--- src/rtl/inv_mix_columns_iter.sv ---
// Iterative AES InvMixColumns for the decryption datapath: accepts a 128-bit state,
// mixes COLS_PER_CYCLE columns per cycle in place and returns the result over valid/ready.
module inv_mix_columns_iter #(
    parameter int COLS_PER_CYCLE = 1
) (
    input  logic         clk,
    input  logic         rst,
    input  logic         in_valid,
    output logic         in_ready,
    input  logic [127:0] in_state,
    input  logic         in_bypass_flag,
    output logic         out_valid,
    input  logic         out_ready,
    output logic [127:0] out_state
);

    if (!(COLS_PER_CYCLE == 1 || COLS_PER_CYCLE == 2 || COLS_PER_CYCLE == 4)) begin : g_badColsPerCycle
        $error("inv_mix_columns_iter: COLS_PER_CYCLE must be 1, 2 or 4");
    end

    typedef enum logic [1:0] {
        IDLE,
        BUSY,
        DONE
    } state_t;

    state_t         r_fsmState;
    state_t         w_nextState;
    logic [127:0]   r_work;
    logic           r_bypass;
    logic [1:0]     r_colCnt;
    logic [127:0]   w_mixed;
    logic           w_lastCol;

    // Bytewise xtime on all four bytes of a column at once.
    function automatic logic [31:0] xtimeWord(input logic [31:0] w);
        logic [31:0] shifted;
        shifted = {w[30:0], 1'b0} & 32'hfefe_fefe;
        return shifted ^ {(w[31] ? 8'h1b : 8'h00),
                          (w[23] ? 8'h1b : 8'h00),
                          (w[15] ? 8'h1b : 8'h00),
                          (w[7]  ? 8'h1b : 8'h00)};
    endfunction

    // Row r needs 0e*b[r], 0b*b[r+1], 0d*b[r+2], 09*b[r+3]; the row offsets become byte rotations.
    function automatic logic [31:0] invMixColumn(input logic [31:0] col);
        logic [31:0] x2;
        logic [31:0] x4;
        logic [31:0] x8;
        logic [31:0] m9;
        logic [31:0] mb;
        logic [31:0] md;
        logic [31:0] me;
        x2 = xtimeWord(col);
        x4 = xtimeWord(x2);
        x8 = xtimeWord(x4);
        m9 = x8 ^ col;
        mb = x8 ^ x2 ^ col;
        md = x8 ^ x4 ^ col;
        me = x8 ^ x4 ^ x2;
        return me ^ {mb[7:0], mb[31:8]} ^ {md[15:0], md[31:16]} ^ {m9[23:0], m9[31:24]};
    endfunction

    always_comb begin
        logic [1:0] w_colIdx;
        w_mixed  = r_work;
        w_colIdx = r_colCnt;
        for (int j = 0; j < COLS_PER_CYCLE; j++) begin
            w_colIdx = r_colCnt + 2'(j);
            w_mixed[{w_colIdx, 5'd0} +: 32] = r_bypass ? r_work[{w_colIdx, 5'd0} +: 32]
                                                       : invMixColumn(r_work[{w_colIdx, 5'd0} +: 32]);
        end
    end

    assign w_lastCol = ({1'b0, r_colCnt} + 3'(COLS_PER_CYCLE)) == 3'd4;

    always_ff @(posedge clk) begin
        if (rst) begin
            r_fsmState <= IDLE;
        end else begin
            r_fsmState <= w_nextState;
        end
    end

    always_comb begin
        w_nextState = r_fsmState;
        unique case (r_fsmState)
            IDLE:    if (in_valid)  w_nextState = BUSY;
            BUSY:    if (w_lastCol) w_nextState = DONE;
            DONE:    if (out_ready) w_nextState = IDLE;
            default: w_nextState = IDLE;
        endcase
    end

    always_comb begin
        in_ready  = (r_fsmState == IDLE);
        out_valid = (r_fsmState == DONE);
    end

    // The working register doubles as the output register, so out_state never sees inputs directly.
    always_ff @(posedge clk) begin
        if (rst) begin
            r_work   <= '0;
            r_bypass <= 1'b0;
            r_colCnt <= '0;
        end else begin
            unique case (r_fsmState)
                IDLE: begin
                    if (in_valid) begin
                        r_work   <= in_state;
                        r_bypass <= in_bypass_flag;
                        r_colCnt <= '0;
                    end
                end
                BUSY: begin
                    r_work   <= w_mixed;
                    r_colCnt <= r_colCnt + 2'(COLS_PER_CYCLE);
                end
                default: ;
            endcase
        end
    end

    assign out_state = r_work;

endmodule

--- config.mk ---
export PLATFORM = sky130hd
export DESIGN_NAME = inv_mix_columns_iter
export DESIGN_NICKNAME = d
export VERILOG_FILES = /design/src/rtl/inv_mix_columns_iter.sv
export SDC_FILE = /design/constraint.sdc
export NUM_CORES = 1
export LEC_CHECK = 0
export ABC_CLOCK_PERIOD_IN_PS = 4200
export BUFFER_PORTS_ARGS = -buffer_cell sky130_fd_sc_hd__buf_2
export CORE_MARGIN = 2
export CORE_UTILIZATION = 55
export CTS_BUF_LIST = sky130_fd_sc_hd__clkbuf_4
export DETAILED_ROUTE_END_ITERATION = 8
export PLACE_DENSITY = 0.89
export RECOVER_POWER = 100
export SETUP_SLACK_MARGIN = 0.02
export SYNTH_ARGS = -nofsm -noshare
export SYNTH_HDL_FRONTEND = slang
export SYNTH_SLANG_ARGS = --single-unit
export TNS_END_PERCENT = 5
--- constraint.sdc ---
create_clock -name clk -period 4.2 [get_ports clk]
set_input_delay 0.84 -clock clk [delete_from_list [all_inputs] [get_ports clk]]
set_output_delay 0.84 -clock clk [all_outputs]
set_load 0.005 [all_outputs]
== Yosys cells after proc, flatten, opt, wreduce, memory -nomap -nowiden ==
Cells that the tools add are included.

* Register bits after elaboration: 133
* Output and inout port bits: 130
* Logic and storage cells: 55

* Add/subtract/negate cells: 3
* Equal/unequal tests: 6
* Shift-type cells: 3
* Muxes and demuxes: 22
* Bitwise logic cells: 12
* Reduce and logical (&&, ||, !) cells: 5

{| class="wikitable"
|+ Operators with widths
! operator !! count
|-
| $xor 32x32->32 || 9
|-
| $pmux 128 s2 || 1
|-
| $bwmux 128 || 1
|-
| $mux 128 || 1
|-
| $shift 32x9->128 const A || 1
|-
| $shiftx 128x8->32 || 1
|-
| $shiftx 32x9->128 || 1
|-
| $xor 32x29->32 || 3
|-
| $mux 5 || 12
|-
| $mux 32 || 1
|-
| $neg 7->9 || 1
|-
| $mux 2 || 4
|-
| $pmux 2 s3 || 1
|-
| $ne 2x2->1 const B || 2
|-
| $pmux 2 s2 || 1
|-
| $reduce_and 2->1 || 2
|-
| $add 2x1->3 const B || 1
|-
| $eq 3x3->1 const B || 1
|-
| $reduce_and 3->1 || 1
|-
| $add 2x1->2 const B || 1
|-
| $eq 2x1->1 const B || 1
|-
| $eq 2x2->1 const B || 1
|-
| $logic_not 2->1 || 1
|-
| $ne 2x1->1 const B || 1
|-
| $reduce_bool 2->1 || 1
|}

== Depth between registers and ports, before layout ==
* Depth after elaboration: 16
* Depth in mapped cells: 14
* Mapped depth without buffers: 9

== Worst setup path before layout ==
Ideal clock, no wire load.

* Path kind: register -> register
* From: register r_colCnt[1]
* To: register r_work[11], in the netlist out_state[11]
* Setup time: 0.074 ns
* Arrival time: 2.911 ns
* Data required time: 4.126 ns
* Slack: 1.215 ns
* Stages on the path, launching flop included: 10
* Path buffers: 2
* Clock period less this slack: 2.985 ns
* Cell sequence: dfxtp_1 buf_6 buf_12 mux4_1 xnor2_1 xnor3_1 xnor3_1 xnor2_1 or2_1 a31oi_2

* Longest elaborated chain between the ends: 14

{| class="wikitable"
|+ RTL lines
! what !! RTL line !! text
|-
| start: declaration || 31 || <nowiki>logic [1:0] r_colCnt;</nowiki>
|-
| start signal: assignment || 117 || <nowiki>r_colCnt <= r_colCnt + 2'(COLS_PER_CYCLE);</nowiki>
|-
| $shiftx 128x8->32 || 70, 71 ||
|-
| $xor 32x29->32, or another cell as far along (2 in series) || 39 || <nowiki>return shifted ^ {(w[31] ? 8'h1b : 8'h00),</nowiki>
|-
| $mux 5, or another cell as far along || 42 || <nowiki>(w[7] ? 8'h1b : 8'h00)};</nowiki>
|-
| $xor 32x29->32 || 39 ||
|-
| $xor 32x32->32 (on tied branches) || 59, 60, 58 ||
|-
| $xor 32x32->32 (on tied branches) || 60, 58 ||
|-
| $xor 32x32->32 (3 in series) || 61 || <nowiki>return me ^ {mb[7:0], mb[31:8]} ^ {md[15:0], md[31:16]} ^ {m9[23:0], m9[31:24]};</nowiki>
|-
| $mux 32 || 70 || <nowiki>w_mixed[{w_colIdx, 5'd0} +: 32] = r_bypass ? r_work[{w_colIdx, 5'd0} +: 32]</nowiki>
|-
| $shiftx 32x9->128 || 70 ||
|-
| $bwmux 128 * || 70 ||
|-
| $pmux 128 s2 * || 107 || <nowiki>unique case (r_fsmState)</nowiki>
|-
| end signal: assignment || 110 || <nowiki>r_work <= in_state;</nowiki>
|-
| end signal: assignment || 116 || <nowiki>r_work <= w_mixed;</nowiki>
|-
| end: declaration || 29 || <nowiki>logic [127:0] r_work;</nowiki>
|}

Mark *: on every way between the ends. The rest lies on a longest branch, timed or not.
A chain may end at the register's enable or synchronous reset.

== Final worst setup path ==
* From: register r_colCnt[1]
* To: register r_work[36], in the netlist out_state[36]

The elaborated chain is that of the path after synthesis.

==> summary.md <==
| Metric | Value |
|---|---|
| Synth Register Bits | 133 |
| Htree depth | 4 |
| Setup TNS | 0 ns |
| Crit. End Element | flip-flop |
| Final period util | 91.8% |
| Die height | 135 um |
| Crit Path Category | reg -> reg |
| Die ar. | 0.0182 mm^2 |
| Cell count after synthesis | 965 |
| Core area | 0.0166 mm^2 |
| Crit path launch | r_colCnt[1] |
| Reg-to-Reg Start | r_colCnt[1] |
| Router iterations before antenna repair | 9 |
| Internal cell power | 4240 uW |
| Worst min path class | in -> reg |
| Initial drt markers | 1912 |
| Ys async rst share | 0% |
| All-Layer GR Usage | 37.5% |
| Upper clock frequency limit | 0.259 GHz |
| WP data arrival | 4.39 ns |
| Final hold vios | 0 |
| CTS tree | done |
| Hold_buf cts | 0 |
| R2R depth | 8 |
| Clk slew on worst S/H paths | 0.13 ns |
| Chip width | 135 um |
| Mapped Avg Cell Area | 9.76 um^2 |
| Detailed-placement wirelength estimate | 24.9 mm |
| Slew Viols, Final | 0 |
| Rel. slew slack | 33.8% |
| Vias in the first global route | 9343 |
| Clk sinks | 133 |
| GRT Max-Usage Layer | met2 |
| Switching Share | 48.1% |
| Hold Crit Start | in_bypass_flag |
| Worst clock skew | 0.0265 ns |
| Gpl congestion | 0.949 |
| Violated checks | DRC |
| Comb power frac | 71.0% |
| Layout cells sized above 1 | 27.0% |
| Root buffer cell | clkbuf_4 |
| Global-route wire length before repair | 52.1 mm |
| Initial antenna violation count | 3 |
| Layout area overhead | 15.5% |
| Clock power share | 9.6% |
| Skew-Pair Late Insertion Delay | 0.61 ns |
| Pleak | 0.00482 uW |
| R2R Setup Slk | 0.34 ns |
| Post-cts sizing count | 0 |
| CTS Buf Count | 17 |
| Post-Route WL | 34.9 mm |
| Grt met2 use | 57.3% |
| CP endpoint | out_state[36] |
| VDD IR max | 0.000450 V |
| Worst-path fanout max | 7 |
| Yosys warning total | 0 |
| Power per Cell Area | 750 mW/mm^2 |
| Wire length per cell | 24.9 um |
| Status | complete, but fails checks |
| Final number of setup-violating endpoints | 0 |
| Met3 Use GR | 11.4% |
| Post-synthesis sequential area ratio | 28.3% |
| Vias | 9857 |
| RSZ-0062 raised after global routing | false |
| Predominant post-synthesis flop cell | dfxtp_1 |
| IO Pins | 263 |
| Post-CTS setup buffer count | 0 |
| Fin crit period | 3.86 ns |
| Syn Nets | 1102 |
| # DRC | 21 |
| Worst Path Required | 4.74 ns |
| Tot Pwr | 8160 uW |
| Max Cap Viol | 0 |
| EDFF count, synth | 0 |
| IO buf count | 262 |
| Worst slew pin tran | 0.992 ns |
| Post-Syn Area | 0.00941 mm^2 |
| CP Launch Type | flip-flop |
| Sequential share of power | 19.4% |
| Initial Utilization | 56.6% |
| Via density | 7.03 |
| Commonest non-fill, non-tap cells in the layout | buf_2, dfxtp_1, o21ai_0 |
| Congestion Overflow GR | 0 |
| Antenna viol nets, final | 0 |
| Met1 usage | 47.6% |
| Largest net degree at the start of global routing | 80 |
| Switching pwr | 3920 uW |
| Commonest non-fill, non-tap cell in the layout | buf_2 |
| Core Rows | 47 |
| Synth cell types | 46 |
| Max clock buf depth | 2 |
| Nets | 1307 |
| Worst r2r dst | out_state[36] |
synthesized netlist by cell type (all sizes together), types with 2 or more instances:
master / number / area [um^2]
a21o: 4 / 30.0
a21oi: 83 / 423
a221oi: 108 / 946
a2bb2oi: 8 / 70.1
a31oi: 8 / 56.3
and2: 4 / 25.0
and3: 5 / 31.3
buf: 31 / 214
clkbuf: 74 / 278
dfxtp: 133 / 2660
ha: 4 / 50.1
inv: 5 / 18.8
mux2: 2 / 22.5
mux2i: 2 / 20.0
mux4: 32 / 758
nand2: 76 / 285
nand2b: 12 / 75.1
nand3: 3 / 15.0
nor2: 28 / 105
nor2b: 3 / 18.8
nor4: 2 / 12.5
o211a: 36 / 360
o211ai: 9 / 67.6
o21ai: 118 / 591
o22ai: 4 / 25.0
xnor2: 95 / 1020
xnor3: 33 / 744
xor2: 30 / 278
xor3: 7 / 168
through the flow:
| step | worst slack (ns) | std cells | cell area (um^2) | hold slack, ns | util (%) |
|---|---|---|---|---|---|
| 2_1_floorplan | 1.22 | 965 | 9410 | 0.508 | - |
| 4_1_cts | 0.604 | 1401 | 11000 | 0.485 | 66.0 |
| 5_1_grt | 0.238 | 1403 | 10900 | 0.484 | 65.4 |
| 3_5_place_dp | 0.648 | 1371 | 10800 | 0.513 | 64.7 |
| 6_report | 0.344 | 1403 | 10900 | 0.492 | 65.4 |
| 3_3_place_gp | 0.721 | 1371 | 10800 | 0.507 | 64.7 |
per-layer routing:
layer | vias up | wire (um)
li1 | 4062 | -
met2 | 1007 | 15500
met5 | - | 0
met4 | 0 | 2230
met1 | 4535 | 12100
met3 | 253 | 5070
power groups by stage:
stage                     sequential (uW)  combinational, uW  clock [uW]
after floorplan                      1550               4290           0
after global routing                 1590               6030         822
after global placement               1600               5630           0
after CTS                            1570               5720         772
after detailed placement             1590               5680           0
final                                1580               5800         781
worst min path at each step:
stage,end,slack [ns],cells past startpoint
3_3_place_gp,out_state[81],0.51,1
6_report,r_bypass,0.49,3
4_1_cts,r_bypass,0.48,3
2_1_floorplan,out_state[81],0.51,1
3_5_place_dp,out_state[81],0.51,1
5_1_grt,r_bypass,0.48,3
registers in the layout (all words and copies together), names as in the netlist:
signal / count
r_bypass: 1
r_colCnt: 2
r_fsmState: 2
out_state: 128
worst max-delay path: stages, from the launching register on:
cell and delay [ns]:
dfxtp_1 0.62, mux4_1 0.82, clkbuf_1 0.29, xor3_1 0.58, xnor3_1 0.56, xnor2_4 0.25
xnor2_1 0.42, nand2_1 0.10, a21oi_1 0.16
logic make-up after synthesis:
logic type / Yosys count / share of synthesized area, %
AOI/OAI and AO/OA: 381 / 27.5
xor gates and xnor gates: 165 / 23.5
and+or+nand+nor: 136 / 6.26
DFF: 133 / 28.3
buffers and inverters: 110 / 5.42
muxes: 36 / 8.51
adders and majority gates: 4 / 0.532
cell type report:
| type | instances | area (um^2) |
|---|---|---|
| Antenna cell | 2 | 5.00 |
| Clock buffer | 18 | 135 |
| Clock inverter | 12 | 91.3 |
| Fill cell | 1316 | 5760 |
| Inverter | 5 | 18.8 |
| Multi-Input combinational cell | 722 | 6210 |
| Sequential cell | 133 | 2660 |
| Tap cell | 220 | 275 |
| Timing Repair Buffer | 291 | 1480 |
Power figures use the tool's default switching activity.
